## src/rtl/mux4_select_sequencer.sv

```systemverilog
// mux4_select_sequencer: round-robin select sequencer for a 4:1 mux. It drives
//   {s2,s1}, waits DWELL settle cycles, samples mux_in and offers {sample_ch, sample_bit}.
// Latency: sample_valid rises DWELL clocks after the start or advance edge. All outputs are registered.
// Backpressure: the sample, its channel and the selects hold while sample_valid & !sample_ready.
//
// Ports:
//   clk, reset            rising-edge clock, synchronous active-high reset
//   start, stop           control pulses (stop finishes the in-flight sample first)
//   en_mask[3:0]          channel enables (bit0=a .. bit3=d)
//   mux_in                mux output fed back for sampling
//   s1, s2                registered selects, {s2,s1} = channel index
//   sample_bit/_ch/_valid sample offered to consumer; sample_ready accepts it
//   busy                  high whenever not idle
// Optional: define MUX_SEQ_COUNT_EN to add sample_count[7:0], a wrapping count of accepted samples.
module mux4_select_sequencer #(
    parameter int unsigned DWELL = 4    // settle cycles, legal range 1..255
) (
    input  logic       clk,
    input  logic       reset,
    input  logic       start,
    input  logic       stop,
    input  logic [3:0] en_mask,
    input  logic       mux_in,
    output logic       s1,
    output logic       s2,
    output logic       sample_bit,
    output logic [1:0] sample_ch,
    output logic       sample_valid,
    input  logic       sample_ready,
    output logic       busy
`ifdef MUX_SEQ_COUNT_EN
    ,
    output logic [7:0] sample_count
`endif
);

    typedef enum logic [1:0] {
        IDLE   = 2'd0,
        SETTLE = 2'd1,
        HOLD   = 2'd2
    } state_t;

    state_t     state;
    logic [1:0] ptr;        // where the next channel search begins
    logic [7:0] cnt;        // settle counter
    logic       stop_pend;  // stop seen while busy; honoured at the next accept

    localparam logic [7:0] CNT_LAST = 8'(DWELL - 1);

    // First enabled channel scanning x, x+1, ... (mod 4). The scan runs from the
    // farthest offset down so the nearest enabled channel wins. The result is
    // only used when m != 0.
    function automatic logic [1:0] next_ch(input logic [1:0] x, input logic [3:0] m);
        logic [1:0] c;
        next_ch = x;
        for (int i = 3; i >= 0; i--) begin
            c = x + 2'(i);
            if (m[c]) next_ch = c;
        end
    endfunction

    logic accept;
    assign accept = sample_valid & sample_ready;

    always_ff @(posedge clk) begin
        if (reset) begin
            state        <= IDLE;
            ptr          <= 2'd0;
            cnt          <= 8'd0;
            stop_pend    <= 1'b0;
            s1           <= 1'b0;
            s2           <= 1'b0;
            sample_bit   <= 1'b0;
            sample_ch    <= 2'd0;
            sample_valid <= 1'b0;
            busy         <= 1'b0;
`ifdef MUX_SEQ_COUNT_EN
            sample_count <= 8'd0;
`endif
        end else begin
            case (state)
                IDLE: begin
                    // stop beats start; an empty mask makes start a no-op
                    if (start && !stop && (en_mask != 4'd0)) begin
                        {s2, s1} <= next_ch(ptr, en_mask);
                        cnt      <= 8'd0;
                        busy     <= 1'b1;
                        state    <= SETTLE;
                    end
                end

                SETTLE: begin
                    if (stop) stop_pend <= 1'b1;
                    if (cnt == CNT_LAST) begin
                        sample_bit   <= mux_in;
                        sample_ch    <= {s2, s1};
                        sample_valid <= 1'b1;
                        state        <= HOLD;
                    end else begin
                        cnt <= cnt + 8'd1;
                    end
                end

                HOLD: begin
                    if (stop) stop_pend <= 1'b1;
                    if (accept) begin
                        sample_valid <= 1'b0;
                        ptr          <= sample_ch + 2'd1;
`ifdef MUX_SEQ_COUNT_EN
                        sample_count <= sample_count + 8'd1;
`endif
                        // A stop arriving on the accept edge also ends the scan.
                        // In that case the selects keep the last channel.
                        if (stop_pend || stop || (en_mask == 4'd0)) begin
                            state     <= IDLE;
                            busy      <= 1'b0;
                            stop_pend <= 1'b0;
                        end else begin
                            {s2, s1} <= next_ch(sample_ch + 2'd1, en_mask);
                            cnt      <= 8'd0;
                            state    <= SETTLE;
                        end
                    end
                end

                default: state <= IDLE;
            endcase
        end
    end

endmodule

```

## config.mk

```make
export PLATFORM = sky130hd
export DESIGN_NAME = mux4_select_sequencer
export DESIGN_NICKNAME = d
export VERILOG_FILES = /design/src/rtl/mux4_select_sequencer.sv
export SDC_FILE = /design/constraint.sdc
export NUM_CORES = 1
export LEC_CHECK = 0
export CAP_MARGIN = 0
export CORE_MARGIN = 2
export CORE_UTILIZATION = 45
export DETAILED_ROUTE_END_ITERATION = 12
export GPL_TIMING_DRIVEN = 1
export PLACE_DENSITY = 0.7
export SETUP_SLACK_MARGIN = 0.15
export SLEW_MARGIN = 20
export SYNTH_ARGS = -nofsm -noshare
export SYNTH_HDL_FRONTEND = slang
export SYNTH_SLANG_ARGS = --single-unit
```

## constraint.sdc

```tcl
create_clock -name clk -period 2.3 [get_ports clk]
set_clock_uncertainty 0.2 [all_clocks]
set_input_delay 0.345 -clock clk [delete_from_list [all_inputs] [get_ports clk]]
set_output_delay 0.345 -clock clk [all_outputs]
set_load 0.01 [all_outputs]
```

# ---- Word-level counts from Yosys, hierarchy flattened
# Cells that the tools add are included.
dict set report classes {
  n_eq_ne 9
  n_mux 53
  n_bitwise 1
  order_cmp 8
  n_reduce_logical 18
  addsub 8
}
# operator count
set ops {}
lappend ops {{8-bit two-way mux} 4}
lappend ops {{2-bit by 3-bit less-than comparator with 1-bit output, second input constant} 8}
lappend ops {{8-bit case mux with 3 select lines} 1}
lappend ops {{1-bit two-way mux} 23}
lappend ops {{2-bit two-way mux} 11}
lappend ops {{1-bit binary-select mux with 2-bit select} 8}
lappend ops {{2-bit inequality test, second input constant} 6}
lappend ops {{1-bit case mux with 2 select lines} 5}
lappend ops {{2-bit adder, second input constant} 4}
lappend ops {{8-bit by 1-bit adder with 8-bit output, second input constant} 1}
lappend ops {{8-bit by 2-bit == test with 1-bit output, second input constant} 1}
lappend ops {{4-bit AND reduction} 2}
lappend ops {{2-bit by 1-bit adder with 2-bit output, second input constant} 3}
lappend ops {{2-bit case mux with 3 select lines} 1}
lappend ops {{3-bit AND reduction} 2}
lappend ops {{5-bit AND reduction} 1}
lappend ops {{4-bit logical NOT} 1}
lappend ops {{2-bit AND reduction} 2}
lappend ops {{2-bit nonzero test} 2}
lappend ops {{4-bit nonzero test} 1}
lappend ops {{3-bit nonzero test} 1}
lappend ops {{2-bit by 1-bit == test with 1-bit output, second input constant} 1}
lappend ops {{2-bit == test, second input constant} 1}
lappend ops {{1-bit logical AND} 2}
lappend ops {{4 further kinds} 5}
dict set report totals {
  regBits 20
}

# ---- Logic depth before layout (Yosys ltp)
# Gate-level depths: netlist of run 1.
dict set report depth {
  ltp_word 11
  mapped_depth 8
}

# ---- Worst setup path after synthesis of run 1
# No wires, ideal clock.
dict set report synth_timing {
  path_type {register -> register}
  startpoint {register state[0]}
  endpoint {register cnt[7]}
  required_time_ps 2029
  arrival_ps 1928
  setup_slack_ps 101
  path_stages_with_launch 8
  period_less_slack_ps 2199
  n_path_buf 0
  setup_time_ps 71
  cell_sequence {dfxtp_1 > inv_1 > ha_1 > or3b_1 > o22ai_1 > nand4_1 > or4_1 > a21oi_1}
}
dict set report synth_between {
  elab_chain_cells 3
}
# element line
set synth_lines {}
lappend synth_lines {{start, declared} 43} ;# state_t state;
lappend synth_lines {{start signal, assigned} 67} ;# state <= IDLE;
lappend synth_lines {{start signal, assigned} 88} ;# state <= SETTLE;
lappend synth_lines {{start signal, assigned} 98} ;# state <= HOLD;
lappend synth_lines {{2-bit by 1-bit == test with 1-bit output, or another cell as far along} 81} ;# case (state)
lappend synth_lines {{2-bit inequality test (no line) or 3-bit nonzero test (tied branches)} -}
lappend synth_lines {{5-bit AND reduction (no line)} -}
lappend synth_lines {{end signal, assigned} 100} ;# cnt <= cnt + 8'd1;
lappend synth_lines {{end, declared} 45} ;# logic [7:0] cnt;
# Parallel ways exist; a longest one is shown, timed or not.
# A chain may end at the register's enable or synchronous reset.

# ---- Worst setup path after layout of run 1
dict set report layout_timing {
  startpoint {register state[0]}
  endpoint {register cnt[5]}
}
# Same word-level chain as after synthesis.

==> flow_metrics.env, run 1 <==
export IMPL_place_hpwl_um=2290
export IMPL_cts_sinks=20
export IMPL_insertion_delay_ns=0.31
export IMPL_hold_viol_final=0
export IMPL_seq_area_frac_synth=0.323
export IMPL_ir_drop_uv=502
export IMPL_ys_ff_latch=20
export IMPL_yosysUniqueCellTypes=40
export IMPL_worstPathMaxFanout=4
export IMPL_grt_setup_unrepaired="true"
export IMPL_n_antenna_cell=0
export IMPL_detail_route_antenna_nets=0
export IMPL_dieHeight_um=56.5
export IMPL_portBuffers=16
export IMPL_layout_common_cells="buf_4 (22), a21oi_1 (18), dfxtp_1 (18)"
export IMPL_yosysTopAreaCell="dfxtp_1"
export IMPL_layout_drive_gt1_share=0.214
export IMPL_track_usage=0.211
export IMPL_use_met2=0.364
export IMPL_timing_fmax_ghz=0.452
export IMPL_vias=1311
export IMPL_status="complete, no violations"
export IMPL_setup_ws_ns=0.0870
export IMPL_first_iter_violations=48
export IMPL_synth_top_cell_area_share=0.323
export IMPL_pin_count=17
export IMPL_synthArstFlopShare=0
export IMPL_netSwitchingFraction=0.268
export IMPL_met1_usage=0.274
export IMPL_cts_max_path_buffers=2
export IMPL_p_sw_uw=240
export IMPL_die_area_um2=3190
export IMPL_cts_root_buf="clkbuf_4"
export IMPL_hold_class="register to register"
export IMPL_drt_total_wl_um=3240
export IMPL_antenna_found_initial=0
export IMPL_core_area_um2=2690
export IMPL_rows=19
export IMPL_area_growth_syn_to_layout_pct=37.5
export IMPL_cap_violations=0
export IMPL_final_setup_tns_ns=0
export IMPL_die_w_um=56.5
export IMPL_viasPerCell=5.78
export IMPL_synth_edf_count=0
export IMPL_leakagePower_uw=0.000615
export IMPL_slew_viol_final=0
export IMPL_nets=212
export IMPL_pwr_share_seq=0.414
export IMPL_overflow=0
export IMPL_place_ws_ns=-0.210
export IMPL_layout_cells_most_common="buf_4"
export IMPL_powerDensity_nw_per_um2=524
export IMPL_ys_warn_count=0
export IMPL_syn_nets=178
export IMPL_critPathRequiredTime_ns=2.36
export IMPL_synth_area_per_cell_um2=7.61
export IMPL_fin_crit_sh=0.962
export IMPL_drtPass1Iterations=4
export IMPL_path_clk_slew_ns=0.12
export IMPL_hold_ws_ns=0.267
export IMPL_utilization=0.635
export IMPL_combPwrFrac=0.260
export IMPL_cts_hold_buf=0
export IMPL_crit_arrival_ns=2.27
export IMPL_p_int_uw=654
export IMPL_cts_buffers=3
export IMPL_gp_congestion=0.740
export IMPL_grt_max_degree=13
export IMPL_htreeDepth=1
export IMPL_synth_area_top_cells="dfxtp_1 (32%), a21oi_1 (8.5%), ha_1 (5.0%), nand2b_1 (4.0%), nor2_1 (3.9%)"
export IMPL_start_kind="register"
export IMPL_power_frac_clock=0.326
export IMPL_crit_type="register to register"
export IMPL_period_needed_ns=2.21
export IMPL_synthesis_area_um2=1240
export IMPL_top_usage_layer="met2"
export IMPL_drc=0
export IMPL_worst_pin_slew_ns=0.403
export IMPL_initial_utilization=0.462
export IMPL_cp_end_kind="register"
export IMPL_syn_inst=163
export IMPL_slew_headroom=0.729
export IMPL_power_uw=894
export IMPL_setup_viol=0
export IMPL_ys_flop_type="dfxtp_1"
export IMPL_r2r_slack_ns=0.09
export IMPL_grt_pass1_wl_um=5440
export IMPL_wire_per_inst_um=14.3
export IMPL_cts_tree="yes"
export IMPL_met3_usage=0.0438
export IMPL_grt_pass1_vias=1226
state kept, by name, indices dropped and copies added (netlist names):
| signal | count |
|---|---|
| sample_bit | 1 |
| sample_ch | 2 |
| s2 | 1 |
| cnt | 8 |
| ptr | 2 |
| s1 | 1 |
| stop_pend | 1 |
| state | 2 |
| busy | 1 |
| sample_valid | 1 |
layout make-up:
cell class,count,area (µm²)
Clock buffer,3,22.5
Multi-Input combinational cell,127,858
Tap cell,31,38.8
Fill cell,253,980
Timing Repair Buffer,38,325
Sequential cell,20,405
Inverter,7,26.3
Clock inverter,1,30.0
power by group through the flow:
stage               registers [µW]  clock network (µW)  logic, µW
finish                         370                 292        232
CTS                            371                 298        216
detailed placement             378                   0        200
global route                   372                 312        253
floorplan                      378                   0        108
global placement               377                   0        193
what timing repair did:
item | CTS | global route
pin swaps | 2 | 3
setup buffers | 3 | 1
endpoints found under the setup margin | 8 | 11
resized for setup | 7 | 11
routing by layer:
| metal | routed length, µm | up-vias |
|---|---|---|
| met3 | 111 | 0 |
| met4 | 0 | 0 |
| met5 | 0 | - |
| met2 | 1690 | 26 |
| li1 | - | 667 |
| met1 | 1440 | 618 |
critical path, cell delays in order (launching register included):
cell	delay [ns]
dfxtp_2	0.35
inv_2	0.08
ha_4	0.13
or3b_4	0.39
o22ai_4	0.18
nand4_1	0.14
buf_4	0.17
or4_4	0.41
a21oi_2	0.12
worst paths after layout:
path / start / endpoint / depth (start not counted)
max: state[0] / cnt[5] / 8
min: sample_bit / sample_bit / 2
max reg2reg: state[0] / cnt[5] / 8
min reg2reg: sample_bit / sample_bit / 2
synthesized netlist by cell type (3+ instances only):
cell type	n
or3_1	5
a21oi_1	21
nor2_1	13
nor2b_1	4
dfxtp_1	20
o21ai_0	5
inv_1	7
nand2_1	11
clkbuf_1	9
nand3_1	7
o21bai_1	3
a211oi_1	5
ha_1	5
o21ai_1	4
nor3_1	3
a31oi_1	3
nand2b_1	8
cells by family (layout without fill, tap and decap cells):
logic type,count (synthesis),count (layout),share of synthesized area
simple gates,63,63,0.274
mux,2,2,0.0161
flops,20,20,0.323
fa+ha+maj,5,5,0.0504
compound gates,56,56,0.281
buf+inv,16,49,0.0484
xor+xnor,1,1,0.00706
stage by stage:
stage	area [µm²]	cells
3_3_place_gp	1540	219
2_1_floorplan	1240	163
4_1_cts	1650	226
3_5_place_dp	1540	219
6_report	1710	227
5_1_grt	1710	227
Note: power is estimated with default switching activity, not from simulation.
==> run 2, diff against run 1 <==
--- a/config.mk
+++ b/config.mk
@@ -10,7 +10,7 @@
 export CORE_UTILIZATION = 45
 export DETAILED_ROUTE_END_ITERATION = 12
 export GPL_TIMING_DRIVEN = 1
-export PLACE_DENSITY = 0.7
+export PLACE_DENSITY = 0.68
 export SETUP_SLACK_MARGIN = 0.15
 export SLEW_MARGIN = 20
 export SYNTH_ARGS = -nofsm -noshare
==> constraint.sdc (replaced) <==
create_clock -name clk -period 2.75 [get_ports clk]
set_clock_uncertainty 0.2 [all_clocks]
set_input_delay 0.4125 -clock clk [delete_from_list [all_inputs] [get_ports clk]]
set_output_delay 0.4125 -clock clk [all_outputs]
set_load 0.01 [all_outputs]
==> flow_metrics.env, run 2 (synthesized netlist as in run 1, its figures left out) <==
export IMPL_drc=0
export IMPL_drt_total_wl_um=2870
export IMPL_leakagePower_uw=0.000522
export IMPL_layout_drive_gt1_share=0.0773
export IMPL_dp_cells=208
export IMPL_critPathRequiredTime_ns=2.80
export IMPL_cts_setup_buffers=0
export IMPL_worst_pin_slew_ns=0.527
export IMPL_worstPathMaxFanout=6
export IMPL_dieHeight_um=56.5
export IMPL_die_w_um=56.5
export IMPL_placed_area_um2=1460
export IMPL_die_area_um2=3190
export IMPL_initial_utilization=0.462
export IMPL_crit_arrival_ns=2.40
export IMPL_period_needed_ns=2.35
export IMPL_timing_fmax_ghz=0.426
export IMPL_track_usage=0.194
export IMPL_hold_viol_final=0
export IMPL_final_setup_tns_ns=0
export IMPL_path_clk_slew_ns=0.12
export IMPL_cts_max_path_buffers=2
export IMPL_pin_count=17
export IMPL_place_ws_ns=0.117
export IMPL_htreeDepth=1
export IMPL_start_kind="register"
export IMPL_hold_ws_ns=0.266
export IMPL_largest_register="cnt"
export IMPL_cts_sinks=20
export IMPL_area_growth_syn_to_layout_pct=20.9
export IMPL_hold_class="register to register"
export IMPL_detail_route_antenna_nets=0
export IMPL_fin_cells=212
export IMPL_drtPass1Iterations=4
export IMPL_gp_congestion=0.797
export IMPL_core_area_um2=2690
export IMPL_fin_crit_sh=0.853
export IMPL_grt_pass1_vias=1187
export IMPL_fillCellCount=253
export IMPL_grt_pass1_wl_um=4930
export IMPL_powerDensity_nw_per_um2=421
export IMPL_nets=197
export IMPL_insertion_delay_ns=0.31
export IMPL_final_area_um2=1500
export IMPL_cts_buffers=3
export IMPL_layout_cells_most_common="a21oi_1"
export IMPL_setup_viol=0
export IMPL_whs_endpoint="sample_bit"
export IMPL_cap_violations=0
export IMPL_cp_end_kind="register"
export IMPL_first_iter_violations=29
export IMPL_grt_max_degree=13
export IMPL_largest_reg_flops=8
export IMPL_rows=19
export IMPL_slew_viol_final=0
export IMPL_wire_per_inst_um=13.5
export IMPL_cts_root_buf="clkbuf_4"
export IMPL_hold_depth=2
export IMPL_overflow=0
export IMPL_place_hpwl_um=2220
export IMPL_rr_worst_depth=7
export IMPL_cts_hold_buf=0
export IMPL_slew_headroom=0.643
export IMPL_cts_tree="yes"
export IMPL_layout_common_cells="a21oi_1 (21), dfxtp_1 (20), clkdlybuf4s50_1 (16)"
export IMPL_viasPerCell=5.86
export IMPL_ir_drop_uv=272
export IMPL_status="complete, no violations"
export IMPL_n_antenna_cell=0
export IMPL_r2r_end="cnt[7]"
export IMPL_portBuffers=16
export IMPL_vias=1242
export IMPL_crit_type="register to register"
export IMPL_grt_setup_unrepaired="false"
export IMPL_hold_start="sample_bit"
export IMPL_r2r_start="state[0]"
export IMPL_antenna_found_initial=0
export IMPL_r2r_slack_ns=0.40
export IMPL_setup_ws_ns=0.403
run 2: worst max path at each step:
stage	from	to	slack [ns]
CTS	state[0]	cnt[7]	0.27
global placement	stop	cnt[5]	0.17
detailed placement	stop	cnt[7]	0.12
global route	state[0]	cnt[5]	0.21
finish	state[0]	cnt[7]	0.40
floorplan	state[0]	cnt[7]	0.55
run 2: per-stage QoR:
step	utilization	power [µW]
2_1_floorplan	-	406
3_3_place_gp	0.543	456
3_5_place_dp	0.543	461
4_1_cts	0.557	633
5_1_grt	0.558	663
6_report	0.558	632
run 2: layout make-up:
class | instances | area [µm²] | share of cell area
Clock buffer | 4 | 36.3 | 0.0242
Sequential cell | 20 | 400 | 0.267
Multi-Input combinational cell | 127 | 786 | 0.524
Tap cell | 31 | 38.8 | 0.0259
Timing Repair Buffer | 23 | 213 | 0.142
Inverter | 7 | 26.3 | 0.0175
run 2: report_power, final:
group | switching [µW] | internal (µW)
Combinational | 79.7 | 67.4
Sequential | 9.00 | 300
Clock | 94.5 | 80.8
run 2: critical path, stage by stage, from the launching register on:
cell and delay, ns:
dfxtp_1 0.35, inv_1 0.10, ha_1 0.17, or3b_1 0.36, o22ai_1 0.21, nand4_1 0.23
or4_1 0.52, a21oi_1 0.14
run 2: what timing repair did:
action / in CTS / in global routing
endpoints found under the hold margin: 0 / 0
endpoints found under the setup margin: 0 / 7
gates resized for setup: 0 / 1
run 2: metal layers:
metal | routed length (µm) | part of all wire | vias to the layer above | GRT usage
li1 | - | - | 638 | -
met3 | 33 | 0.012 | 2 | 0.0207
met1 | 1290 | 0.45 | 588 | 0.213
met2 | 1520 | 0.53 | 14 | 0.365
met5 | 0 | 0 | - | 0
met4 | 27 | 0.0094 | 0 | 0.0884
